$ cat config.mk
export PLATFORM = sky130hd
export DESIGN_NAME = bcd_clock_timer
export DESIGN_NICKNAME = d
export VERILOG_FILES = /design/src/rtl/bcd_clock_timer.sv
export SDC_FILE = /design/constraint.sdc
export NUM_CORES = 1
export LEC_CHECK = 0
export CORE_MARGIN = 2
export CORE_UTILIZATION = 58
export DETAILED_ROUTE_END_ITERATION = 10
export PLACE_DENSITY = 0.89
export RECOVER_POWER = 50
export SLEW_MARGIN = 20
export SYNTH_ARGS = -nofsm -noshare
export SYNTH_HDL_FRONTEND = slang
export SYNTH_SLANG_ARGS = --single-unit
$ cat constraint.sdc
create_clock -name clk -period 3 [get_ports clk]
set_input_delay 0.6 -clock clk [delete_from_list [all_inputs] [get_ports clk]]
set_output_delay 0.6 -clock clk [all_outputs]
set_load 0.02 [all_outputs]
$ cat src/rtl/bcd_clock_timer.sv
// bcd_clock_timer: 12-hour BCD hh:mm:ss clock loaded and started by the Control
// stage. It decodes Control's state code into clear, load and start actions,
// keeps a per-second prescaler, and emits secondTick and hourWrap pulses.
//
// Invalid digits: a minute or second digit at or above its maximum behaves as
// that maximum, so it wraps on the next carry into it. In the hour field any
// nonzero HH behaves as 1. Hours 13..1F are read like 24-hour values and fold
// into the 12-hour range, so 1F (25) is followed by 02.
module bcd_clock_timer #(
    parameter int TICKS_PER_SEC = 50_000_000
) (
    input  logic        clk,
    input  logic        reset,
    input  logic [3:0]  state,
    input  logic [23:0] controlledToggleSwitchBits,
    output logic [23:0] timeDigits,
    output logic        running,
    output logic        secondTick,
    output logic        hourWrap
);

    localparam int PW = (TICKS_PER_SEC > 1) ? $clog2(TICKS_PER_SEC) : 1;
    localparam logic [PW-1:0] TC = PW'(TICKS_PER_SEC - 1);

    localparam logic [3:0] ST_RESET = 4'd0;
    localparam logic [3:0] ST_SET   = 4'd1;
    localparam logic [3:0] ST_START = 4'd3;

    logic [23:0]   time_q, time_d, time_adv;
    logic          run_q, run_d;
    logic [PW-1:0] presc_q, presc_d;
    logic          tick_q, tick_d;
    logic          wrap_q, wrap_d;
    logic          wrap_adv;

    logic [3:0] ls, hs, lm, hm, lh, hh;
    logic [3:0] n_ls, n_hs, n_lm, n_hm, n_lh, n_hh;

    assign ls = time_q[3:0];
    assign hs = time_q[7:4];
    assign lm = time_q[11:8];
    assign hm = time_q[15:12];
    assign lh = time_q[19:16];
    assign hh = time_q[23:20];

    assign time_adv = {n_hh, n_lh, n_hm, n_lm, n_hs, n_ls};

    // Time one second after time_q, rippling carries from LS upward.
    always_comb begin
        n_ls     = ls;
        n_hs     = hs;
        n_lm     = lm;
        n_hm     = hm;
        n_lh     = lh;
        n_hh     = hh;
        wrap_adv = 1'b0;
        if (ls < 4'd9) begin
            n_ls = ls + 4'd1;
        end else begin
            n_ls = 4'd0;
            if (hs < 4'd5) begin
                n_hs = hs + 4'd1;
            end else begin
                n_hs = 4'd0;
                if (lm < 4'd9) begin
                    n_lm = lm + 4'd1;
                end else begin
                    n_lm = 4'd0;
                    if (hm < 4'd5) begin
                        n_hm = hm + 4'd1;
                    end else begin
                        n_hm = 4'd0;
                        if (hh == 4'd0) begin
                            if (lh >= 4'd9) begin
                                n_hh = 4'd1;
                                n_lh = 4'd0;
                            end else begin
                                n_hh = 4'd0;
                                n_lh = lh + 4'd1;
                            end
                        end else begin
                            case (lh)
                                4'd0: begin n_hh = 4'd1; n_lh = 4'd1; end
                                4'd1: begin n_hh = 4'd1; n_lh = 4'd2; end
                                4'd2: begin
                                    n_hh     = 4'd0;
                                    n_lh     = 4'd1;
                                    wrap_adv = 1'b1;
                                end
                                4'd3, 4'd4, 4'd5, 4'd6,
                                4'd7, 4'd8, 4'd9, 4'd10: begin
                                    n_hh = 4'd0;
                                    n_lh = lh - 4'd1;
                                end
                                4'd11: begin n_hh = 4'd1; n_lh = 4'd0; end
                                4'd12: begin n_hh = 4'd1; n_lh = 4'd1; end
                                4'd13: begin n_hh = 4'd1; n_lh = 4'd2; end
                                4'd14: begin n_hh = 4'd0; n_lh = 4'd1; end
                                default: begin n_hh = 4'd0; n_lh = 4'd2; end
                            endcase
                        end
                    end
                end
            end
        end
    end

    // Control decode: clear beats load beats start beats counting.
    always_comb begin
        time_d  = time_q;
        run_d   = run_q;
        presc_d = presc_q;
        tick_d  = 1'b0;
        wrap_d  = 1'b0;
        if (state == ST_RESET) begin
            time_d  = 24'h000000;
            run_d   = 1'b0;
            presc_d = '0;
        end else if (state == ST_SET) begin
            time_d  = controlledToggleSwitchBits;
            run_d   = 1'b0;
            presc_d = '0;
        end else if (state == ST_START && !run_q) begin
            run_d   = 1'b1;
            presc_d = '0;
        end else if (run_q) begin
            if (presc_q == TC) begin
                presc_d = '0;
                time_d  = time_adv;
                tick_d  = 1'b1;
                wrap_d  = wrap_adv;
            end else begin
                presc_d = presc_q + PW'(1);
            end
        end
    end

    // State registers with asynchronous clear.
    always_ff @(posedge clk or posedge reset) begin
        if (reset) begin
            time_q  <= 24'h000000;
            run_q   <= 1'b0;
            presc_q <= '0;
            tick_q  <= 1'b0;
            wrap_q  <= 1'b0;
        end else begin
            time_q  <= time_d;
            run_q   <= run_d;
            presc_q <= presc_d;
            tick_q  <= tick_d;
            wrap_q  <= wrap_d;
        end
    end

    assign timeDigits = time_q;
    assign running    = run_q;
    assign secondTick = tick_q;
    assign hourWrap   = wrap_q;

endmodule

==> summary.txt <==
GRT
  • First-pass GRT wire length: between 10 and 15 mm
  • Top Usage Layer GRT: met2
  • Total global routing overflow: 0
  • Global Route Usage Sum: 26.6%
  • M2 GR Usage: around 45%
  • Antenna violations before repair: 0
  • Met1 Usage GRT: 34.3%
  • Met3 GRT Util: 3.22%
  • Vias in the first global route: 3049
  • Largest net degree at the start of global routing: 54

Detailed routing
  • Vias: 3197
  • Detailed Routing Iterations Pass 1: 4
  • Post-Route WL: 8.43 mm
  • ANT nets after route: 0
  • Drt via density: 6.34
  • DRC viols: 0
  • Routed length per instance: 16.7 um
  • DR iter-0 viols: 289

Power
  • Total power draw: 2.68 mW
  • Max IR drop VDD: 0.000405 V
  • Lkg Pwr: 1.75 nW
  • PwrDens: 642 nW/um2

Min path
  • Min-Delay Path Class: register to register
  • End of the worst hold path: presc_q[25]
  • Hold Path Origin: presc_q[25]
  • WHS Path Cells: 1

Worst setup path
  • Worst r2r dst: timeDigits[17]
  • Reg2Reg Depth: 7
  • Req. time, crit path: 3.18 ns
  • R2r startpoint: timeDigits[16]
  • Setup CP Type: input port to register
  • Arrival @ worst endpoint: 2.67 ns
  • CP startpoint kind: input port
  • CP Max Fanout: 8
  • Flop2flop setup slack: 0.65 ns
  • CP endpoint kind: register

Timing
  • Fin crit period: 2.48 ns
  • Clk_skew: 0.00961 ns
  • Setup TNS: 0 ns
  • Unrepaired setup endpoints after global routing: false
  • Final max-slew violation count: 0
  • Final Cycle Share: 82.8%
  • Hold Fails Final Rpt: 0
  • Rel. slew slack: between 10% and 20%
  • Slew @ Worst Pin: 1.28 ns
  • Setup violators final: 0
  • Fmax: a little over 0.4 GHz

Clocking
  • Clk_lat worst skew: 0.30 ns
  • H-tree level count: 2
  • Clock Root Buffer: clkbuf_8
  • CTS tree: yes
  • Post-CTS Resized: 0
  • TritonCTS sink count: 53
  • Clock Pin Slew Worst Setup and Hold Paths: 0.09 ns
  • Postcts setup bufs: 0
  • Num CTS Buffers: 5
  • CTS Hold Bufs: 0
  • CTS max path bufs: 2

Floorplanning
  • Total die area: between 6000 and 7000 um2
  • Chip height: 81.2 um
  • Initial Utilization: 59.0%
  • Site Rows: 28
  • Horiz. Die Dim: 81.2 um
  • Core ar.: 5850 um2
  • I/O pin count: 57

Flow run
  • Max-cap violations: 0

Layout
  • Fin cells: just over 500
  • Net count, final: around 470
  • # diodes: 0
  • Final core occ: between 70% and 80%
  • Area added between synthesis and finish: 20.9%
  • Commonest non-fill, non-tap cells in the layout: dfrtp_1 (53), clkdlybuf4s50_1 (43), nand2_1 (28), nor2_1 (27), a21oi_1 (23)
  • Commonest non-fill, non-tap cell in the layout: dfrtp_1
  • Layout cells sized above 1: 7.23%

Yosys
  • Post-Syn Instances: 373
  • Seq cells post-synth: 53
  • YS warnings: 0
  • Top FF cell, synth: dfrtp_1
  • Post-synthesis cell type count: 62
  • Mapped cell area: 3450 um2
  • Share of the yosys chip area belonging to registers: a little under 40%
  • Synth async-reset ratio: 100%
  • Syn_nets: 418
  • Post-synth EDFFs: 0
  • Syn Area/Cell: 9.26 um2

Placement
  • PortBufs: 56
  • HPWL Detailed: 6.26 mm
  • Global placement routability congestion: around 0.91
  • Dpl cells: between 400 and 500

Run status
  • Status: finished, final reports clean
## worst max path at each step
stage,startpoint,to,slack (ns),cells after the start
2_1_floorplan,timeDigits[16],timeDigits[17],0.81,7
3_3_place_gp,state[1],presc_q[24],0.40,5
3_5_place_dp,state[1],presc_q[7],0.35,5
4_1_cts,timeDigits[16],timeDigits[17],0.66,7
5_1_grt,state[1],timeDigits[6],0.45,6
6_report,state[1],timeDigits[6],0.52,6
## cells by family (layout without fill, tap and decap cells)
kind of cell               after synthesis  count (layout)  share of synthesized area (%)
muxes                                   13              13                           3.95
DFF                                     53              53                           38.4
buffers and inverters                   31              87                           4.09
adders and majority gates               15              15                           5.43
xor gates and xnor gates                18              18                           4.57
and+or+nand+nor                        149             149                           24.9
AOI/OAI and AO/OA                       94              94                           18.7
## through the flow
stage / setup WS (ns) / hold WS (ns) / instance area (um2)
finish: 0.517 / 0.491 / 4180
global route: 0.447 / 0.541 / 4180
CTS: 0.656 / 0.495 / 4180
detailed placement: 0.348 / 0.481 / 4100
global placement: 0.400 / 0.477 / 4100
floorplan: 0.811 / 0.452 / 3450
## power by group
part	internal [mW]	switching (mW)
Sequential	0.840	0.197
Clock	0.184	0.221
Combinational	0.573	0.668
Total	1.60	1.09
## metal layers
metal	part of all wire (%)	routed length, um	vias up
met2	49	4160	124
met5	0	0	-
met4	2.0	167	0
li1	-	-	1499
met3	6.1	516	25
met1	43	3590	1549
## critical path: stages
cell	delay, ns
clkdlybuf4s50_1	0.49
nor3_1	0.84
buf_4	0.30
nor3_1	0.09
a32oi_1	0.22
o32ai_1	0.13
## synthesized netlist by cell type (all sizes together) (2+ instances only)
master | instances | share of area [%]
dfrtp | 53 | 38
nand2 | 29 | 3.4
nor2 | 27 | 2.9
a21oi | 25 | 4.1
nor3 | 21 | 3.0
o21ai | 19 | 2.8
inv | 17 | 1.8
ha | 15 | 5.4
nand4 | 11 | 2.0
xnor2 | 10 | 2.5
nand3 | 9 | 1.3
clkbuf | 8 | 0.87
mux2i | 8 | 2.3
xor2 | 8 | 2.0
and4 | 7 | 1.8
or3 | 7 | 1.3
a22o | 6 | 1.5
a32oi | 6 | 1.5
and2 | 6 | 1.1
buf | 6 | 1.4
a31oi | 5 | 0.91
a32o | 5 | 1.4
mux2 | 5 | 1.6
nor3b | 5 | 1.1
a22oi | 4 | 0.87
and3 | 4 | 0.72
nand2b | 4 | 0.72
nand3b | 4 | 0.87
nor4 | 4 | 1.6
a211oi | 3 | 0.65
a21o | 3 | 0.65
nor4b | 3 | 1.4
o31ai | 3 | 0.65
or4 | 3 | 0.65
a31o | 2 | 0.51
o211ai | 2 | 0.43
or2 | 2 | 0.36
## area by class of cell
class	instances	area [um2]
inverter	17	63.8
clock buffer	7	86.3
multi-input combinational	289	1990
sequential	53	1330
timing repair buffer	63	611
fill	418	1680
tap	75	93.8
## state kept, by name, summed over array words and instances, names as in the netlist
name	cells
secondTick	1
hourWrap	1
timeDigits	24
presc_q	26
running	1
No activity file was read; power rests on OpenSTA's default activity.
